[config.mk]
export PLATFORM = sky130hd
export DESIGN_NAME = sequencer_fsa
export DESIGN_NICKNAME = d
export VERILOG_FILES = /design/src/rtl/sequencer_pkg.sv /design/src/rtl/step_edge_detect.sv /design/src/rtl/sequencer_fsa.sv
export SDC_FILE = /design/constraint.sdc
export NUM_CORES = 1
export LEC_CHECK = 0
export BUFFER_PORTS_ARGS = -buffer_cell sky130_fd_sc_hd__buf_2
export CORE_MARGIN = 4
export CORE_UTILIZATION = 55
export CTS_BUF_LIST = sky130_fd_sc_hd__clkbuf_8 sky130_fd_sc_hd__clkbuf_16
export CTS_CLUSTER_SIZE = 10
export DETAILED_ROUTE_END_ITERATION = 10
export GPL_ROUTABILITY_DRIVEN = 1
export GPL_TIMING_DRIVEN = 1
export PLACE_DENSITY = 0.78
export SYNTH_ARGS = -nofsm -noshare
export SYNTH_HDL_FRONTEND = slang
export SYNTH_HIERARCHICAL = 1
export SYNTH_SLANG_ARGS = --single-unit
[constraint.sdc]
create_clock -name clock -period 3.1 [get_ports clock]
set_input_delay 0.155 -clock clock [delete_from_list [all_inputs] [get_ports clock]]
set_output_delay 0.155 -clock clock [all_outputs]
set_load 0.02 [all_outputs]
[src/rtl/sequencer_pkg.sv]
// Shared types and opcode decode for the FSA sequencer.
// Opcode classes map to instruction lengths inside sequencer_fsa.
package sequencer_pkg;

    typedef enum logic [1:0] {
        IDLE,
        RUN,
        HALTED
    } mode_t;

    typedef enum logic [2:0] {
        CLS_SHORT,
        CLS_MOV16,
        CLS_LDST,
        CLS_INC,
        CLS_GOTO
    } op_class_t;

    localparam logic [7:0] HALT_OPCODE = 8'hAE;
    localparam logic [7:0] HI2_MASK    = 8'hC0;
    localparam logic [7:0] HI4_MASK    = 8'hF0;
    localparam logic [7:0] GOTO_MATCH  = 8'hC0;
    localparam logic [7:0] LDST_MATCH  = 8'h90;
    localparam logic [7:0] MOV16_MATCH = 8'hA0;
    localparam logic [7:0] INC_OPCODE  = 8'hB0;
    localparam logic [4:0] FETCH_LEN   = 5'd8;

    function automatic op_class_t classify(input logic [7:0] op);
        op_class_t c;
        c = CLS_SHORT;
        unique case (1'b1)
            ((op & HI2_MASK) == GOTO_MATCH):  c = CLS_GOTO;
            ((op & HI4_MASK) == LDST_MATCH):  c = CLS_LDST;
            ((op & HI4_MASK) == MOV16_MATCH): c = CLS_MOV16;
            (op == INC_OPCODE):               c = CLS_INC;
            default:                          c = CLS_SHORT;
        endcase
        return c;
    endfunction

endpackage

[src/rtl/step_edge_detect.sv]
// Registers a level input and emits a one-cycle pulse on its rising edge.
// Used for front-panel style controls such as single-step.
module step_edge_detect (
    input  logic clk,
    input  logic rst_n,
    input  logic din,
    output logic rise
);

    logic din_q;

    always_ff @(posedge clk or negedge rst_n) begin
        if (!rst_n) begin
            din_q <= 1'b0;
        end else begin
            din_q <= din;
        end
    end

    assign rise = din & ~din_q;

endmodule

[src/rtl/sequencer_fsa.sv]
// Per-instruction state sequencer feeding the decoder's FSA vector.
// Length is picked from the opcode class on leaving the last fetch state.
module sequencer_fsa
    import sequencer_pkg::*;
#(
    parameter int unsigned LEN_SHORT = 8,
    parameter int unsigned LEN_MOV16 = 10,
    parameter int unsigned LEN_LDST  = 12,
    parameter int unsigned LEN_INC   = 14,
    parameter int unsigned LEN_GOTO  = 24
) (
    input  logic       clock,
    input  logic       reset_n,
    input  logic       run,
    input  logic       step,
    input  logic       resume,
    input  logic [7:0] inst_op,
    output logic [7:0] fsa_out,
    output logic       inst_end,
    output logic       halted
);

    if (LEN_SHORT < 8 || LEN_SHORT > 24 ||
        LEN_MOV16 < 8 || LEN_MOV16 > 24 ||
        LEN_LDST  < 8 || LEN_LDST  > 24 ||
        LEN_INC   < 8 || LEN_INC   > 24 ||
        LEN_GOTO  < 8 || LEN_GOTO  > 24) begin : g_len_check
        $error("sequencer_fsa: instruction lengths must lie in 8..24");
    end

    function automatic logic [4:0] class_len(input op_class_t c);
        logic [4:0] n;
        n = 5'(LEN_SHORT);
        unique case (c)
            CLS_MOV16: n = 5'(LEN_MOV16);
            CLS_LDST:  n = 5'(LEN_LDST);
            CLS_INC:   n = 5'(LEN_INC);
            CLS_GOTO:  n = 5'(LEN_GOTO);
            default:   n = 5'(LEN_SHORT);
        endcase
        return n;
    endfunction

    mode_t      mode_q, mode_d;
    logic [4:0] state_q, state_d;
    logic [4:0] len_q, len_d;
    logic       halt_q, halt_d;
    logic [7:0] fsa_d;
    logic       end_d;
    logic       step_rise;
    logic       advance;
    logic [4:0] op_len;
    logic       fin;
    logic       fin_halt;
    logic       last_d;
    logic       fetch_d;

    step_edge_detect u_step (
        .clk   (clock),
        .rst_n (reset_n),
        .din   (step),
        .rise  (step_rise)
    );

    // run dominates: a coincident step edge never adds a second advance
    assign advance = run | step_rise;
    assign op_len  = class_len(classify(inst_op));

    always_comb begin
        mode_d   = mode_q;
        state_d  = state_q;
        len_d    = len_q;
        halt_d   = halt_q;
        end_d    = 1'b0;
        fin      = 1'b0;
        fin_halt = 1'b0;

        unique case (mode_q)
            IDLE: begin
                if (advance) begin
                    mode_d  = RUN;
                    state_d = 5'd1;
                end
            end
            RUN: begin
                if (advance) begin
                    if (state_q < FETCH_LEN) begin
                        state_d = state_q + 5'd1;
                    end else if (state_q == FETCH_LEN) begin
                        if (op_len > FETCH_LEN) begin
                            state_d = FETCH_LEN + 5'd1;
                            len_d   = op_len;
                            halt_d  = (inst_op == HALT_OPCODE);
                        end else begin
                            fin      = 1'b1;
                            fin_halt = (inst_op == HALT_OPCODE);
                        end
                    end else if (state_q >= len_q) begin
                        fin      = 1'b1;
                        fin_halt = halt_q;
                    end else begin
                        state_d = state_q + 5'd1;
                    end
                end
            end
            HALTED: begin
                if (resume) begin
                    mode_d = IDLE;
                end
            end
            default: mode_d = IDLE;
        endcase

        if (fin) begin
            end_d  = 1'b1;
            len_d  = 5'(LEN_SHORT);
            halt_d = 1'b0;
            if (fin_halt) begin
                mode_d  = HALTED;
                state_d = 5'd0;
            end else begin
                state_d = 5'd1;
            end
        end
    end

    // State-8 last flag is a look-ahead on inst_op, which the
    // instruction register has loaded by the time fetch reaches 8.
    always_comb begin
        last_d  = 1'b0;
        fetch_d = 1'b0;
        if (mode_d == RUN) begin
            fetch_d = (state_d <= FETCH_LEN);
            if (state_d == FETCH_LEN) begin
                last_d = (op_len <= FETCH_LEN);
            end else if (state_d > FETCH_LEN) begin
                last_d = (state_d == len_d);
            end
        end
        fsa_d = {(mode_d == HALTED), last_d, fetch_d,
                 (mode_d == RUN) ? state_d : 5'd0};
    end

    always_ff @(posedge clock or negedge reset_n) begin
        if (!reset_n) begin
            mode_q   <= IDLE;
            state_q  <= 5'd0;
            len_q    <= 5'(LEN_SHORT);
            halt_q   <= 1'b0;
            fsa_out  <= 8'h00;
            inst_end <= 1'b0;
        end else begin
            mode_q   <= mode_d;
            state_q  <= state_d;
            len_q    <= len_d;
            halt_q   <= halt_d;
            fsa_out  <= fsa_d;
            inst_end <= end_d;
        end
    end

    assign halted = fsa_out[7];

endmodule

# After elaboration in Yosys (flattened, before gate mapping)
# Cells that the tools add are included.
dict set report op_classes {
  n_addsub 1
  magnitude_cmp 6
  n_eq_ne 17
  n_mux 46
  bitwise_logic 3
  reduce_logical 6
}
# cell n
set op_table {}
lappend op_table {{two-way mux 5 bit} 14}
lappend op_table {{two-way mux 1 bit} 24}
lappend op_table {{case mux 5 bit (4 select lines)} 1}
lappend op_table {{equality test 8 bit, second input constant} 2}
lappend op_table {{case mux 3 bit (4 select lines)} 1}
lappend op_table {{equality test 5 x 4 -> 1 bit, second input constant} 2}
lappend op_table {{greater-than comparator 5 x 4 -> 1 bit, second input constant} 2}
lappend op_table {{<= comparator 5 x 4 -> 1 bit, second input constant} 2}
lappend op_table {{case mux 5 bit (2 select lines)} 1}
lappend op_table {{equality test 4 bit, second input constant} 2}
lappend op_table {{two-way mux 2 bit} 4}
lappend op_table {{nonzero test 2 bit} 4}
lappend op_table {{equality test 2 bit, second input constant} 3}
lappend op_table {{equality test 3 x 2 -> 1 bit, second input constant} 2}
lappend op_table {{case mux 2 bit (3 select lines)} 1}
lappend op_table {{adder 5 x 1 -> 5 bit, second input constant} 1}
lappend op_table {{equality test 5 bit} 1}
lappend op_table {{>= comparator 5 bit} 1}
lappend op_table {{< comparator 5 x 4 -> 1 bit, second input constant} 1}
lappend op_table {{AND reduction 5 bit} 1}
lappend op_table {{equality test 2 x 1 -> 1 bit, second input constant} 2}
lappend op_table {{equality test 3 x 1 -> 1 bit, second input constant} 1}
lappend op_table {{equality test 3 bit, second input constant} 1}
lappend op_table {{logical NOT 2 bit} 1}
lappend op_table {{4 further kinds} 4}
dict set report totals {
  reg_bits 23
  word_cells 86
}

# Logic depth before layout (Yosys ltp)
# Gate-level depths: netlist (run 1).
dict set report logic_depth {
  ltp_word 16
  mapped_depth 11
  mapped_depth_nobuf 10
}

# By module
# The synthesis (run 1) kept the hierarchy.
# module instances cells_each area_per_inst_um2 seq_area_each_um2
set modules_own_cells {}
lappend modules_own_cells {sequencer_fsa 1 149 1415.1 551.8}
lappend modules_own_cells {step_edge_detect 1 2 38.8 25.0}

# Worst setup path after synthesis (run 1)
# Ideal clock, no wire load.
dict set report synth_timing {
  path_kind {reg2reg}
  startpoint {register len_q[3]}
  endpoint {register fsa_out[6]}
  setup_ns 0.092
  t_arrival_ns 2.484
  setup_slack_ns 0.524
  path_stages_with_launch 11
  n_path_buf 0
  period_less_slack_ns 2.576
  cell_sequence {dfstp_2 inv_1 ha_1 or2_2 a211oi_1 a211oi_2 a221o_1 nor2_1 nor4_2 and2_1 o31ai_2}
}
dict set report synth_between {
  elab_cells_between_ends 33
  classes_between {2 x order compare; 3 x eq/ne; 28 x mux}
}
# element line
set synth_rtl {}
lappend synth_rtl {{start: declaration} sequencer_fsa.sv:46} ;# logic [4:0] len_q, len_d;
lappend synth_rtl {{start signal: assignment} sequencer_fsa.sv:148} ;# len_q <= 5'(LEN_SHORT);
lappend synth_rtl {{start signal: assignment} sequencer_fsa.sv:155} ;# len_q <= len_d;
lappend synth_rtl {{>= comparator 5 bit (*)} sequencer_fsa.sv:98} ;# end else if (state_q >= len_q) begin
lappend synth_rtl {{two-way mux 5 bit / two-way mux 1 bit (equally long branches)} sequencer_fsa.sv:98}
lappend synth_rtl {{two-way mux 5 bit / two-way mux 1 bit (equally long branches)} sequencer_fsa.sv:89} ;# end else if (state_q == FETCH_LEN) begin
lappend synth_rtl {{two-way mux 5 bit / two-way mux 1 bit (equally long branches)} sequencer_fsa.sv:87} ;# if (state_q < FETCH_LEN) begin
lappend synth_rtl {{two-way mux 5 bit / two-way mux 1 bit (equally long branches)} sequencer_fsa.sv:86} ;# if (advance) begin
lappend synth_rtl {{case mux 5 bit (2 select lines) / two-way mux 1 bit (equally long branches)} sequencer_fsa.sv:78} ;# unique case (mode_q)
lappend synth_rtl {{two-way mux 5 bit (*)} sequencer_fsa.sv:114} ;# if (fin) begin
lappend synth_rtl {{net state_d[2]} sequencer_fsa.sv:45} ;# logic [4:0] state_q, state_d;
lappend synth_rtl {{greater-than comparator 5 x 4 -> 1 bit / equality test 5 bit (equally long branches)} {sequencer_fsa.sv:136, sequencer_fsa.sv:137}}
lappend synth_rtl {{two-way mux 1 bit} sequencer_fsa.sv:136} ;# end else if (state_d > FETCH_LEN) begin
lappend synth_rtl {{two-way mux 1 bit (*)} sequencer_fsa.sv:134} ;# if (state_d == FETCH_LEN) begin
lappend synth_rtl {{two-way mux 1 bit (*)} sequencer_fsa.sv:132} ;# if (mode_d == RUN) begin
lappend synth_rtl {{net fsa_d[6]} sequencer_fsa.sv:48} ;# logic [7:0] fsa_d;
lappend synth_rtl {{end signal: assignment} sequencer_fsa.sv:157} ;# fsa_out <= fsa_d;
lappend synth_rtl {{end: declaration} sequencer_fsa.sv:18} ;# output logic [7:0] fsa_out,
# The timed path passes the listed nets; every way through them passes the cells marked *.
# A chain may end at the register's enable or synchronous reset.

# Worst setup path in the final report (run 1)
dict set report layout_timing {
  startpoint {register len_q[3]}
  endpoint {register fsa_out[6]}
}
dict set report layout_between {
  elab_cells_between_ends 33
  classes_between {2 x order compare; 3 x eq/ne; 28 x mux}
}
# element line
set layout_rtl {}
lappend layout_rtl {{>= comparator 5 bit} sequencer_fsa.sv:98}
lappend layout_rtl {{two-way mux 1 bit} sequencer_fsa.sv:98}
lappend layout_rtl {{two-way mux 1 bit} sequencer_fsa.sv:89}
lappend layout_rtl {{two-way mux 1 bit} sequencer_fsa.sv:87}
lappend layout_rtl {{two-way mux 1 bit} sequencer_fsa.sv:86}
lappend layout_rtl {{two-way mux 1 bit} sequencer_fsa.sv:78}
lappend layout_rtl {{two-way mux 5 bit} sequencer_fsa.sv:114}
lappend layout_rtl {{net len_d[0]} sequencer_fsa.sv:46}
lappend layout_rtl {{equality test 5 bit} sequencer_fsa.sv:137} ;# last_d = (state_d == len_d);
lappend layout_rtl {{two-way mux 1 bit} sequencer_fsa.sv:136}
lappend layout_rtl {{two-way mux 1 bit} sequencer_fsa.sv:134}
lappend layout_rtl {{two-way mux 1 bit} sequencer_fsa.sv:132}
lappend layout_rtl {{net fsa_d[6]} sequencer_fsa.sv:48}
# The timed path passes the listed nets, and every way through them passes these cells.

==> out/qor.csv, run 1 <==
stage;metric;value;unit
pwr;internal power;0.751;mW
layout;area grow syn2layout;13.6;%
layout;share of cells above drive strength 1;24.4;%
hold_path;hold-critical path depth;3;
placed_design;Port Buffers;22;
cts;clk sinks;23;
logic_synthesis;leading area contributor after synthesis;dfrtp_1;
floorplanning;IO Pins;23;
floorplanning;row cnt;18;
logic_synthesis;sequential cell area fraction in the yosys report;39.7;%
layout;ANT cells;0;
pwr;Lkg Pwr;0.779;nW
job;MaxCap Viol Count;0;
logic_synthesis;Syn Nets;171;
pwr;Sw Pwr;0.607;mW
layout;Core Util, Final;66.1;%
floorplanning;Initial Util;58.2;%
detailed_routing;Antenna Nets Post-Route;0;
cts;CTS tree;built;
cts;H-tree depth;1;
pwr;Max rail drop VDD;0.000560;V
timing;post-route setup TNS;0;ns
detailed_routing;drt first-iter violations;29;
logic_synthesis;Syn Area/Cell;9.63;um^2
logic_synthesis;Area contributors post-synth;dfrtp_1, ha_1, a21oi_1;
worst_setup_path;Worst Path Required;3.28;ns
worst_setup_path;endpoint type of the worst setup path;flop;
logic_synthesis;prevailing post-synth register cell;dfrtp_1;
logic_synthesis;Seq cells post-synth;23;
status;outcome;completed;
timing;relative slew slack;61.9;%
placed_design;RePlAce Congestion;0.894;
logic_synthesis;top-area cell type share of the netlist area;37.9;%
detailed_routing;drt total wl;3340;um
detailed_routing;first drt pass iteration count;4;
detailed_routing;DR WL/cell;16.2;um
timing;final setup fails;0;
pwr;clock group share of total power;13.6;%
logic_synthesis;post-synthesis cell type count;53;
timing;Fmax achieved;352;MHz
global_routing;first-pass GRT wire length;5780;um
worst_setup_path;Crit Path Class;flop to flop;
logic_synthesis;Synth Warn #;6;
cts;Clk pin slew, worst setup/hold paths;0.08;ns
timing;period utilisation layout;91.7;%
timing;Slew Limit Fails;0;
worst_setup_path;Critical Path AT;3.02;ns
worst_setup_path;Reg2Reg Depth;10;
worst_setup_path;CP max stage cell;dfstp_2;
worst_setup_path;max incr delay on CP;0.54;ns
worst_setup_path;crit-path cells;inv_1, ha_1, or2_2, a211oi_1, a21o_1, nor2_1, nor3b_1, mux2i_1, o2111ai_1, o31ai_2;
worst_setup_path;largest fanout on the critical path;6;
cts;Worst-Skew Late Latency;0.26;ns
global_routing;grt total ovfl;0;
logic_synthesis;synthesized instance count;151;
pwr;pwr/cell area;822;nW/um^2
pwr;Final Power;1.36;mW
worst_setup_path;Critical Path Start Type;flop;
detailed_routing;Via-to-Cell Ratio;6.12;
timing;Worst Clk Skew;0.00564;ns
timing;Hold Fails Final Rpt;0;
detailed_routing;DRC Markers;0;
global_routing;initial antenna violation count;0;
logic_synthesis;Post-synth EDFFs;0;
hold_path;Hold Crit Class;input port to flop;
worst_setup_path;worst reg2reg path startpoint;len_q[3];
timing;hold_ws;0.189;ns
floorplanning;Die Width;59.4;um
floorplanning;die area;3530;um^2
timing;slew of the pin with the lowest slew margin;0.572;ns
global_routing;number of global-route vias before repair;1238;
pwr;sw frac;44.7;%
cts;Post-CTS Repair Setup Buffers;0;
layout;Final #Nets;197;
cts;clk buf depth;2;
worst_setup_path;Worst setup startpoint;len_q[3];
worst_setup_path;reg2reg end;fsa_out[6];
global_routing;aggregate global-route resource usage;21.6;%
worst_setup_path;FF-to-FF setup slack;0.26;ns
layout;commonest cells after routing, fill and taps aside;dfrtp_1, buf_2, inv_1;
worst_setup_path;crit path to;fsa_out[6];
pwr;sequential fraction of design power;33.2;%
timing;minimum clock period;2.84;ns
floorplanning;core area;2500;um^2
detailed_routing;DR vias;1260;
logic_synthesis;Mapped Area;1450;um^2
cts;hold buffer count at CTS;1;
cts;Post-CTS Resized;0;
global_routing;largest net degree at the start of global routing;24;
pwr;logic gate share of total power;53.3;%
logic_synthesis;share of synthesized registers carrying an async set or reset;100;%
cts;CTS buffer count;3;
floorplanning;Die Y;59.4;um
cts;CTS root buf;clkbuf_8;
placed_design;post-DP HPWL;2570;um
timing;RSZ-0062 raised after global routing;no;
-- power groups by stage --
stage	Sequential (mW)	Clock, mW	Combinational, mW
4_1_cts	0.449	0.189	0.716
2_1_floorplan	0.495	0	0.467
5_1_grt	0.463	0.201	0.809
3_5_place_dp	0.453	0	0.713
3_3_place_gp	0.452	0	0.693
6_report	0.450	0.185	0.723
-- cell families after synthesis --
kind of cell | after synthesis | synth area share [%]
compound gates | 47 | 25.6
xor+xnor | 2 | 1.21
fa+ha+maj | 7 | 6.02
buf+inv | 16 | 4.99
flops | 23 | 39.7
mux | 1 | 0.688
simple gates | 55 | 21.9
-- cell type report --
class	instances	area, um^2
Inverter	11	41.3
Sequential cell	23	577
Fill cell	215	848
Tap cell	30	37.5
Clock buffer	3	41.3
Multi-Input combinational cell	112	805
Clock inverter	1	5.00
Timing Repair Buffer	26	145
-- synthesized netlist by cell type, types with 2 or more instances --
| cell | number |
|---|---|
| o2111ai_1 | 3 |
| nor3_1 | 6 |
| a21oi_1 | 10 |
| nand3b_1 | 2 |
| a31oi_1 | 2 |
| dfrtp_1 | 22 |
| clkbuf_1 | 2 |
| inv_1 | 11 |
| nor2_1 | 10 |
| nand4_1 | 2 |
| or2_2 | 2 |
| o21ai_0 | 4 |
| a211oi_2 | 3 |
| a211oi_1 | 3 |
| nor2b_1 | 4 |
| nand3_1 | 5 |
| o21a_1 | 2 |
| a21o_1 | 5 |
| o22ai_1 | 4 |
| ha_1 | 7 |
| nand2_1 | 9 |
| nand2b_1 | 2 |
-- through the flow --
step / setup WS, ns / cell area [um^2] / cells
final: 0.257 / 1650 / 206
after global routing: 0.0794 / 1650 / 206
after CTS: 0.263 / 1640 / 205
after global placement: 0.389 / 1590 / 200
after floorplan: 0.524 / 1450 / 151
after detailed placement: 0.275 / 1590 / 200
-- routing by layer --
layer  track usage, %  wire [um]  up-vias
met5                0          0        -
met3             4.14        157        4
li1                 -          -      615
met2             33.5       1620       37
met4             5.83         29        0
met1             30.5       1530      604
-- registers in the layout (all words and copies together) (netlist names) --
signal / count
halt_q: 1
inst_end: 1
state_q: 5
mode_q: 2
len_q: 5
fsa_out: 8
u_step/din_q: 1
-- worst max-delay path, delay by kind of cell (launching register included) --
| kind | cells | cell delay, ns |
|---|---|---|
| muxes | 1 | 0.26 |
| buffers and inverters | 1 | 0.04 |
| AOI/OAI and AO/OA | 4 | 0.85 |
| and+or+nand+nor | 3 | 0.75 |
| DFF | 1 | 0.54 |
| adders and majority gates | 1 | 0.31 |
-- worst min-delay path by stage --
stage,startpoint,end,slack [ns]
3_3_place_gp,reset_n,u_step/din_q,0.15
6_report,inst_op[6],len_q[4],0.19
2_1_floorplan,reset_n,fsa_out[0],-0.14
4_1_cts,step,u_step/din_q,0.003
3_5_place_dp,reset_n,u_step/din_q,0.16
5_1_grt,inst_op[6],len_q[4],0.20
Note: power is estimated with default switching activity, not from simulation.
==> run 2, diff against run 1 <==
BUFFER_PORTS_ARGS = unset   (was -buffer_cell sky130_fd_sc_hd__buf_2)
DONT_BUFFER_PORTS = 1   (was unset)
PLACE_DENSITY = 0.67   (was 0.78)
==> out/qor.csv, run 2 (synthesis results as in run 1) <==
stage;metric;value;unit;change
status;outcome;completed;;unchanged
timing;minimum clock period;2.89;ns;was 2.84 ns
detailed_routing;DRC Markers;0;;unchanged
global_routing;initial antenna violation count;0;;unchanged
worst_setup_path;Reg2Reg Depth;10;;unchanged
cts;clk buf depth;2;;unchanged
detailed_routing;DR vias;1183;;was 1,260
detailed_routing;drt total wl;3280;um;was 3340 um
timing;post-route setup TNS;0;ns;unchanged
floorplanning;Initial Util;58.2;%;unchanged
layout;Top reg by flops;fsa_out;;unchanged
timing;Fmax achieved;346;MHz;was 352 MHz
pwr;sw frac;45.4;%;was 44.7%
timing;Hold Fails Final Rpt;0;;unchanged
worst_setup_path;Critical Path Start Type;flop;;unchanged
pwr;internal power;0.721;mW;was 0.751 mW
layout;number of flip-flops under the largest register name;8;;unchanged
cts;Clk pin slew, worst setup/hold paths;0.08;ns;about the same
worst_setup_path;reg2reg end;fsa_out[6];;unchanged
layout;Final #Nets;175;;was 197
global_routing;aggregate global-route resource usage;20.8;%;was 21.6%
timing;RSZ-0062 raised after global routing;no;;unchanged
global_routing;met1 usage;27.1;%;was 30.5%
global_routing;largest net degree at the start of global routing;24;;unchanged
global_routing;met3 capacity usage during global routing;4.79;%;was 4.14%
job;MaxCap Viol Count;0;;unchanged
timing;hold_ws;0.0444;ns;was 0.189 ns
worst_setup_path;worst reg2reg path startpoint;state_q[0];;was len_q[3]
timing;Worst Slack Setup Final;0.209;ns;was 0.257 ns
placed_design;pre-CTS setup slack;0.286;ns;was 0.275 ns
layout;Core Util, Final;61.9;%;was 66.1%
global_routing;GRT Max-Usage Layer;met2;;unchanged
cts;CTS root buf;clkbuf_8;;unchanged
pwr;pwr/cell area;854;nW/um^2;was 822 nW/um^2
pwr;logic gate share of total power;46.8;%;was 53.3%
detailed_routing;first drt pass iteration count;4;;unchanged
cts;CTS buffer count;3;;unchanged
pwr;sequential fraction of design power;39.1;%;was 33.2%
layout;largest registers;fsa_out x8, len_q x5, state_q x5;;unchanged
placed_design;Port Buffers;0;;was 22
pwr;Sw Pwr;0.599;mW;was 0.607 mW
hold_path;Hold Crit Class;input port to flop;;unchanged
cts;Worst-Skew Late Latency;0.26;ns;about the same
floorplanning;Die Y;59.4;um;unchanged
hold_path;hold path start;inst_op[6];;unchanged
worst_setup_path;largest fanout on the critical path;6;;unchanged
pwr;Max rail drop VDD;0.000591;V;was 0.000560 V
timing;Slew Limit Fails;0;;unchanged
global_routing;number of global-route vias before repair;1203;;was 1,238
detailed_routing;Via-to-Cell Ratio;6.43;;was 6.12
worst_setup_path;Worst Path Required;3.27;ns;was 3.28 ns
global_routing;met2 Usage GRT;33.7;%;was 33.5%
cts;Post-CTS Repair Setup Buffers;0;;unchanged
placed_design;RePlAce Congestion;0.868;;was 0.894
floorplanning;IO Pins;23;;unchanged
layout;ANT cells;0;;unchanged
floorplanning;row cnt;18;;unchanged
timing;relative slew slack;30.9;%;was 61.9%
pwr;Lkg Pwr;0.684;nW;was 0.779 nW
cts;clk sinks;23;;unchanged
timing;slew of the pin with the lowest slew margin;1.03;ns;was 0.572 ns
layout;share of cells above drive strength 1;14.3;%;was 24.4%
worst_setup_path;Critical Path AT;3.06;ns;was 3.02 ns
floorplanning;core area;2500;um^2;unchanged
pwr;Final Power;1.32;mW;was 1.36 mW
floorplanning;Die Width;59.4;um;unchanged
hold_path;Hold EP;len_q[4];;unchanged
timing;final setup fails;0;;unchanged
timing;Worst Clk Skew;0.00238;ns;was 0.00564 ns
cts;CTS tree;built;;unchanged
layout;commonest non-fill, non-tap cell in the layout;dfrtp_1;;
layout;commonest cells after routing, fill and taps aside;dfrtp_1, inv_1, a21oi_1, nor2_1, nand2_1;;was dfrtp_1, buf_2, inv_1
timing;period utilisation layout;93.3;%;was 91.7%
global_routing;grt total ovfl;0;;unchanged
global_routing;first-pass GRT wire length;5620;um;was 5780 um
detailed_routing;drt first-iter violations;58;;was 29
placed_design;post-DP HPWL;2520;um;was 2570 um
cts;H-tree depth;1;;unchanged
worst_setup_path;FF-to-FF setup slack;0.21;ns;was 0.26 ns
floorplanning;die area;3530;um^2;unchanged
detailed_routing;Antenna Nets Post-Route;0;;unchanged
worst_setup_path;Crit Path Class;flop to flop;;unchanged
layout;area grow syn2layout;6.37;%;was 13.6%
pwr;clock group share of total power;14.1;%;was 13.6%
detailed_routing;DR WL/cell;17.8;um;was 16.2 um
hold_path;hold-critical path depth;2;;was 3
worst_setup_path;endpoint type of the worst setup path;flop;;unchanged
-- run 2: timing repair --
action | in CTS | in global routing
endpoints found under the hold margin | 24 | 0
gates resized for setup | 0 | 1
hold buffers | 2 | 0
endpoints found under the setup margin | 0 | 1
-- run 2: worst max-delay path by stage --
stage,startpoint,cells after the start,to
3_3_place_gp,len_q[3],10,fsa_out[6]
4_1_cts,len_q[3],10,fsa_out[6]
5_1_grt,state_q[0],10,fsa_out[6]
3_5_place_dp,len_q[3],10,fsa_out[6]
6_report,state_q[0],10,fsa_out[6]
2_1_floorplan,len_q[3],10,fsa_out[6]
-- run 2: metrics by stage --
step           std cells  area [um^2]
2_1_floorplan        151         1450
3_3_place_gp         178         1480
3_5_place_dp         178         1480
4_1_cts              184         1540
5_1_grt              184         1550
6_report             184         1550
-- run 2: cell type report --
| type | count | area, um^2 |
|---|---|---|
| clock inverter | 1 | 5.00 |
| timing repair buffer | 4 | 35.0 |
| clock buffer | 3 | 41.3 |
| multi-input combinational | 112 | 810 |
| tap | 30 | 37.5 |
| sequential | 23 | 577 |
| inverter | 11 | 41.3 |
| fill | 213 | 953 |
-- run 2: layer usage --
metal  vias to the layer above  share of wire [%]  routed length [um]
met5                         -                  0                   0
met4                         0                1.7                  56
met3                         9                6.3                 205
met2                        39                 47                1550
met1                       566                 45                1460
li1                        569                  -                   -
-- run 2: power by group through the flow --
stage / combinational, mW / clock, mW / sequential (mW)
finish: 0.618 / 0.186 / 0.517
global route: 0.690 / 0.202 / 0.530
CTS: 0.601 / 0.190 / 0.516
detailed placement: 0.589 / 0 / 0.521
global placement: 0.572 / 0 / 0.525
floorplan: 0.467 / 0 / 0.495
-- run 2: worst max-delay path: stages, from the launching register on --
cell and delay, ns:
dfrtp_1 0.45, inv_1 0.12, ha_1 0.30, nor2b_1 0.17, o21ai_0 0.20, a31o_2 0.33
or4_1 0.50, and3_1 0.25, a211oi_1 0.21, a31oi_1 0.07, o31ai_2 0.19
